### src/rtl/mem_port_arbiter.sv
// mem_port_arbiter: shares the single memory-controller port between instruction fetch and
// the data (MEM) stage. Data wins by default; a starvation guard forces a fetch grant after
// STARVE_LIMIT consecutive denied fetch cycles. One-cycle read data is steered back to the
// requester that issued the load.
module mem_port_arbiter #(
  parameter int unsigned STARVE_LIMIT = 4
) (
  input  logic        clk,
  input  logic        reset,
  // Data-stage requester
  input  logic        d_req,
  input  logic        d_is_store,
  input  logic [2:0]  d_mem_wren,
  input  logic [2:0]  d_load_val,
  input  logic [31:0] d_addr,
  input  logic [31:0] d_w_data,
  output logic        d_gnt,
  output logic        d_rvalid,
  output logic [31:0] d_rdata,
  // Fetch requester
  input  logic        f_req,
  input  logic [31:0] f_addr,
  output logic        f_gnt,
  output logic        f_rvalid,
  output logic [31:0] f_rdata,
  // Memory controller port
  output logic        mc_is_store,
  output logic        mc_is_load,
  output logic [2:0]  mc_mem_wren,
  output logic [2:0]  mc_load_val,
  output logic [31:0] mc_addr,
  output logic [31:0] mc_w_data,
  input  logic [31:0] mc_read_data
);

  typedef enum logic [1:0] {OwnNone, OwnData, OwnFetch} owner_e;

  localparam logic [3:0] Limit = 4'(STARVE_LIMIT);

  owner_e     resp_owner_q, resp_owner_d;
  logic [3:0] starve_cnt_q, starve_cnt_d;
  logic       force_fetch;

  assign force_fetch = (starve_cnt_q == Limit);

  // Grant decision: fetch only wins when data is absent or fetch has been starved too long.
  always_comb begin
    f_gnt = !reset && f_req && (!d_req || force_fetch);
    d_gnt = !reset && d_req && !f_gnt;
  end

  // Memory port mux; idle values keep wren at 111 so a byte store can never leak to the UART.
  always_comb begin
    mc_is_store = 1'b0;
    mc_is_load  = 1'b0;
    mc_mem_wren = 3'b111;
    mc_load_val = 3'b111;
    mc_addr     = '0;
    mc_w_data   = '0;
    if (f_gnt) begin
      mc_is_load  = 1'b1;
      mc_load_val = 3'b010;
      mc_addr     = f_addr;
    end else if (d_gnt) begin
      mc_is_store = d_is_store;
      mc_is_load  = !d_is_store;
      mc_mem_wren = d_mem_wren;
      mc_load_val = d_load_val;
      mc_addr     = d_addr;
      mc_w_data   = d_w_data;
    end
  end

  // Next-state for the starvation counter and the response owner.
  always_comb begin
    starve_cnt_d = starve_cnt_q;
    if (!f_req || f_gnt) begin
      starve_cnt_d = '0;
    end else if (starve_cnt_q < Limit) begin
      starve_cnt_d = starve_cnt_q + 4'd1;
    end

    resp_owner_d = OwnNone;
    if (f_gnt) begin
      resp_owner_d = OwnFetch;
    end else if (d_gnt && !d_is_store) begin
      resp_owner_d = OwnData;
    end
  end

  // State registers with synchronous reset; reset drops any pending response.
  always_ff @(posedge clk) begin
    if (reset) begin
      starve_cnt_q <= '0;
      resp_owner_q <= OwnNone;
    end else begin
      starve_cnt_q <= starve_cnt_d;
      resp_owner_q <= resp_owner_d;
    end
  end

  // Read data is shared and unregistered; rvalid tells each requester whether it is theirs.
  always_comb begin
    d_rvalid = (resp_owner_q == OwnData);
    f_rvalid = (resp_owner_q == OwnFetch);
    d_rdata  = mc_read_data;
    f_rdata  = mc_read_data;
  end

endmodule

### config.mk
export PLATFORM = sky130hd
export DESIGN_NAME = mem_port_arbiter
export DESIGN_NICKNAME = d
export VERILOG_FILES = /design/src/rtl/mem_port_arbiter.sv
export SDC_FILE = /design/constraint.sdc
export NUM_CORES = 1
export LEC_CHECK = 0
export CAP_MARGIN = 20
export CORE_AREA = 2 2 107 109
export CTS_CLUSTER_SIZE = 16
export DETAILED_ROUTE_END_ITERATION = 7
export DIE_AREA = 0 0 109 111
export PLACE_DENSITY_LB_ADDON = 0.08
export SETUP_SLACK_MARGIN = 0.4
export SLEW_MARGIN = 20
export SYNTH_ARGS = -nofsm -noshare
export SYNTH_HDL_FRONTEND = slang
export SYNTH_SLANG_ARGS = --single-unit
export TNS_END_PERCENT = 30
### constraint.sdc
create_clock -name clk -period 1.5 [get_ports clk]
set_clock_uncertainty 0.1 [all_clocks]
set_input_delay 0.225 -clock clk [delete_from_list [all_inputs] [get_ports clk]]
set_output_delay 0.225 -clock clk [all_outputs]
set_load 0.005 [all_outputs]
==> run_results.csv <==
group,metric,value,unit
outcome,run_status,"finished, violations left",
outcome,violations,"negative setup slack",
final_layout,n_fill_cell,1166,
synth,netlist_top_cells_area,"sky130_fd_sc_hd__buf_4 (34%), sky130_fd_sc_hd__a22o_1 (20%), sky130_fd_sc_hd__and2_1 (15%)",
detailed_routing,drcViolationCount,0,
timing,final-setup-viol-count,75,
worst_hold_path,holdCritPathClass,"input port to primary output",
clocking,cts_made_buffers,3,
synth,post-synth-top-area-cell,"sky130_fd_sc_hd__buf_4",
power,p_int,1.09,mW
clocking,clkTransAtPathRegs,30,ps
worst_hold_path,min_delay_worst_endpoint,"d_rdata[0]",
timing,rsz0062_at_grt,"yes",
setup_path,cp.arrival,1820,ps
final_layout,final_std_cells_w_o_fill,486,
setup_path,critical_path_required,1170,ps
timing,timing.fmax,467,MHz
synth,number_of_enable_flip_flop_cells_after_synthesis,0,
timing,hold_violations,0,
power,netSwitchingPower,0.330,mW
clocking,cts_root_buf,"sky130_fd_sc_hd__clkbuf_16",
setup_path,setup.worst_path.start_class,"flop",
setup_path,slowest_delay,320,ps
detailed_routing,detailedRoute.firstPassIterationCount,4,
synth,yosys.area.top_type_share,33.5,%
synth,post_synth_inst_count,178,
final_layout,nets,486,
detailed_routing,final_antenna_net_count,0,
setup_path,crit_family,"buffers and inverters",
setup_path,worst-path-max-fanout,8,
detailed_routing,route.vias.total,1813,
power,power_density,396,nW/um^2
floorplanning,fp.coreArea,11100,sq um
global_routing,grt_antenna_before_repair,0,
setup_path,reg2reg_depth,11,
detailed_routing,route.detailed.vias_per_inst,3.73,
setup_path,critical_path.endpoint_type,"primary output",
synth,yosysSeqAreaShare,8.38,%
setup_path,crit_slowest_cell,"sky130_fd_sc_hd__dfxtp_2",
placed_design,placed_area,3010,sq um
synth,postSynthRegisterBits,6,
floorplanning,fp-row-count,39,
final_layout,utilization,32.4,%
global_routing,grt_util_all_layers,11.6,%
timing,timing.final.crit_share,143,%
setup_path,crit_path_cell_trace,"inv_2 > ha_4 > nand3b_1 > a21oi_4 > buf_6 > buf_6 > buf_12 > buf_16 > a22o_1 > buf_2",
clocking,htree_levels,1,
final_layout,antenna-diode-count,0,
floorplanning,die-width,109,microns
setup_path,critical_path.reg2reg.startpoint,"starve_cnt_q[1]",
power,power_frac_comb,57.9,%
worst_hold_path,timing.hold.worst_path_depth,0,
detailed_routing,drtIter0Drc,37,
final_layout,area.sequential,124,sq um
global_routing,first_pass_grt_wire_length,10800,microns
synth,post_synth_instance_area,1430,sq um
floorplanning,vert_die_dim,111,microns
clocking,clk-insertion-delay-late,230,ps
timing,measured_slew_at_the_worst_slew_check_pin,244,ps
detailed_routing,routedWlPerCell,15.8,microns
synth,synth_common_cells,"sky130_fd_sc_hd__buf_4 (64), sky130_fd_sc_hd__and2_1 (34), sky130_fd_sc_hd__a22o_1 (32)",
power,p_leak,1.64,nW
detailed_routing,routed_wl,7660,microns
synth,cell_with_the_most_instances_after_synthesis,"sky130_fd_sc_hd__buf_4",
synth,synth_area_per_cell,8.06,sq um
placed_design,io_buffers,182,
floorplanning,top_level_ports,279,
clocking,clk_sinks,6,
setup_path,crit_path_frequent_cell,"sky130_fd_sc_hd__buf_6",
setup_path,crit-reg2reg-capture,"resp_owner_q[0]",
synth,synthFlopType,"sky130_fd_sc_hd__dfxtp_1",
synth,synthArstFlopShare,0,%
setup_path,kind_of_critical_path,"flop to primary output",
worst_hold_path,worst_hold_startpoint,"mc_read_data[0]",
final_layout,layout-drive-gt1-share,48.7,%
setup_path,number_of_buffer_and_inverter_instances_along_the_worst_setup_path,6,
placed_design,cell_count_post_placement,444,
setup_path,reg2reg_setup_slack,-350,ps
power,irDropWorstVdd,0.000280,V
floorplanning,initial_cell_density_of_the_core,12.9,%
final_layout,multi_input_comb_area,816,sq um
synth,synth_nets,319,
global_routing,first_global_vias,1899,
global_routing,remaining_overflow_grt,0,
placed_design,finalWeightedCongestion,0.678,
clocking,cts.path.max_buffers,2,
floorplanning,dieArea,12100,sq um
power,power_switching_share,23.2,%
clocking,cts_tree,"built",
final_layout,postLayoutCellArea,3580,sq um
final_layout,syn2layout_area_growth,150,%
timing,relSlewSlack,83.7,%
global_routing,grt_start_max_net_pins,16,
placed_design,dp.final_hpwl,4950,microns
synth,synth_cell_type_count,21,
power,clkPwrFrac,30.4,%
timing,post-route-min-period,2140,ps
power,seqPwrFrac,11.8,%
timing,worst_setup_slack_after_layout,-642,ps
synth,yosys_warnings,0,
flow_run,drv_cap,0,
timing,final-max-slew-violation-count,0,
clocking,holdBufCountCts,0,
## layout make-up
class	count	share of cell area (%)
Timing Repair Buffer	236	66.3
Multi-Input combinational cell	94	22.8
Tap cell	143	4.99
Sequential cell	6	3.46
Clock buffer	3	2.09
Inverter	4	0.419
## kinds of logic after synthesis
| logic type | Yosys count | synth area share (%) |
|---|---|---|
| flops | 6 | 8.38 |
| xor+xnor | 1 | 0.611 |
| fa+ha+maj | 2 | 1.74 |
| simple gates | 53 | 22.3 |
| buf+inv | 78 | 42.4 |
| compound gates | 37 | 23.8 |
| mux | 1 | 0.698 |
## power groups by stage
stage	registers (mW)	clock network, mW	logic [mW]
6_report	0.167	0.431	0.821
5_1_grt	0.168	0.451	0.880
4_1_cts	0.166	0.438	0.778
3_5_place_dp	0.169	0	0.678
3_3_place_gp	0.169	0	0.684
2_1_floorplan	0.169	0	0.309
## how the worst max path moves through the flow
stage | startpoint | end | depth (start not counted) | slack, ps
final | starve_cnt_q[0] | mc_addr[1] | 10 | -640
after global routing | starve_cnt_q[1] | mc_addr[22] | 10 | -730
after CTS | starve_cnt_q[0] | mc_addr[30] | 10 | -680
after detailed placement | f_req | mc_addr[2] | 6 | -950
after global placement | f_req | mc_addr[2] | 6 | -930
after floorplan | starve_cnt_q[1] | mc_addr[25] | 6 | -50
## cells in the final DEF, fill, tap and decap left out, types with 6 or more instances in the layout
master                            Yosys  final
sky130_fd_sc_hd__clkdlybuf4s50_1      0    103
sky130_fd_sc_hd__buf_2                0     49
sky130_fd_sc_hd__a22o_1              32     31
sky130_fd_sc_hd__buf_6               10     29
sky130_fd_sc_hd__buf_4               64     20
sky130_fd_sc_hd__and2_1              34     19
sky130_fd_sc_hd__and2_4               0     15
sky130_fd_sc_hd__buf_12               0      9
sky130_fd_sc_hd__buf_16               0      8
sky130_fd_sc_hd__clkdlybuf4s15_2      0      8
sky130_fd_sc_hd__clkbuf_16            0      6
## through the flow
stage	hold slack [ps]	power, mW	setup slack (ps)	setup TNS, ps
after floorplan	216	0.478	-49.1	-2080
after global placement	350	0.853	-935	-61100
after detailed placement	350	0.846	-955	-61900
after CTS	350	1.38	-680	-40310
after global routing	350	1.50	-727	-43300
final	350	1.42	-642	-37640
## what timing repair did
item | in CTS | in global routing
buffers inserted | 22 | 6
pin swaps | 28 | 30
endpoints found under the setup margin | 82 | 82
resized for setup | 315 | 48
gates cloned | 8 | 3
## layer usage
layer	up-vias	GRT usage, %	routed length (microns)
met5	-	0	0
met4	0	3.42	165
met3	25	3.00	728
met2	113	20.0	3790
met1	803	14.1	2980
li1	872	-	-
## state kept, by name (all words and copies together), names as in the netlist
| register | flops |
|---|---|
| resp_owner_q | 2 |
| starve_cnt_q | 4 |
No activity file was read; power rests on OpenSTA's default activity.
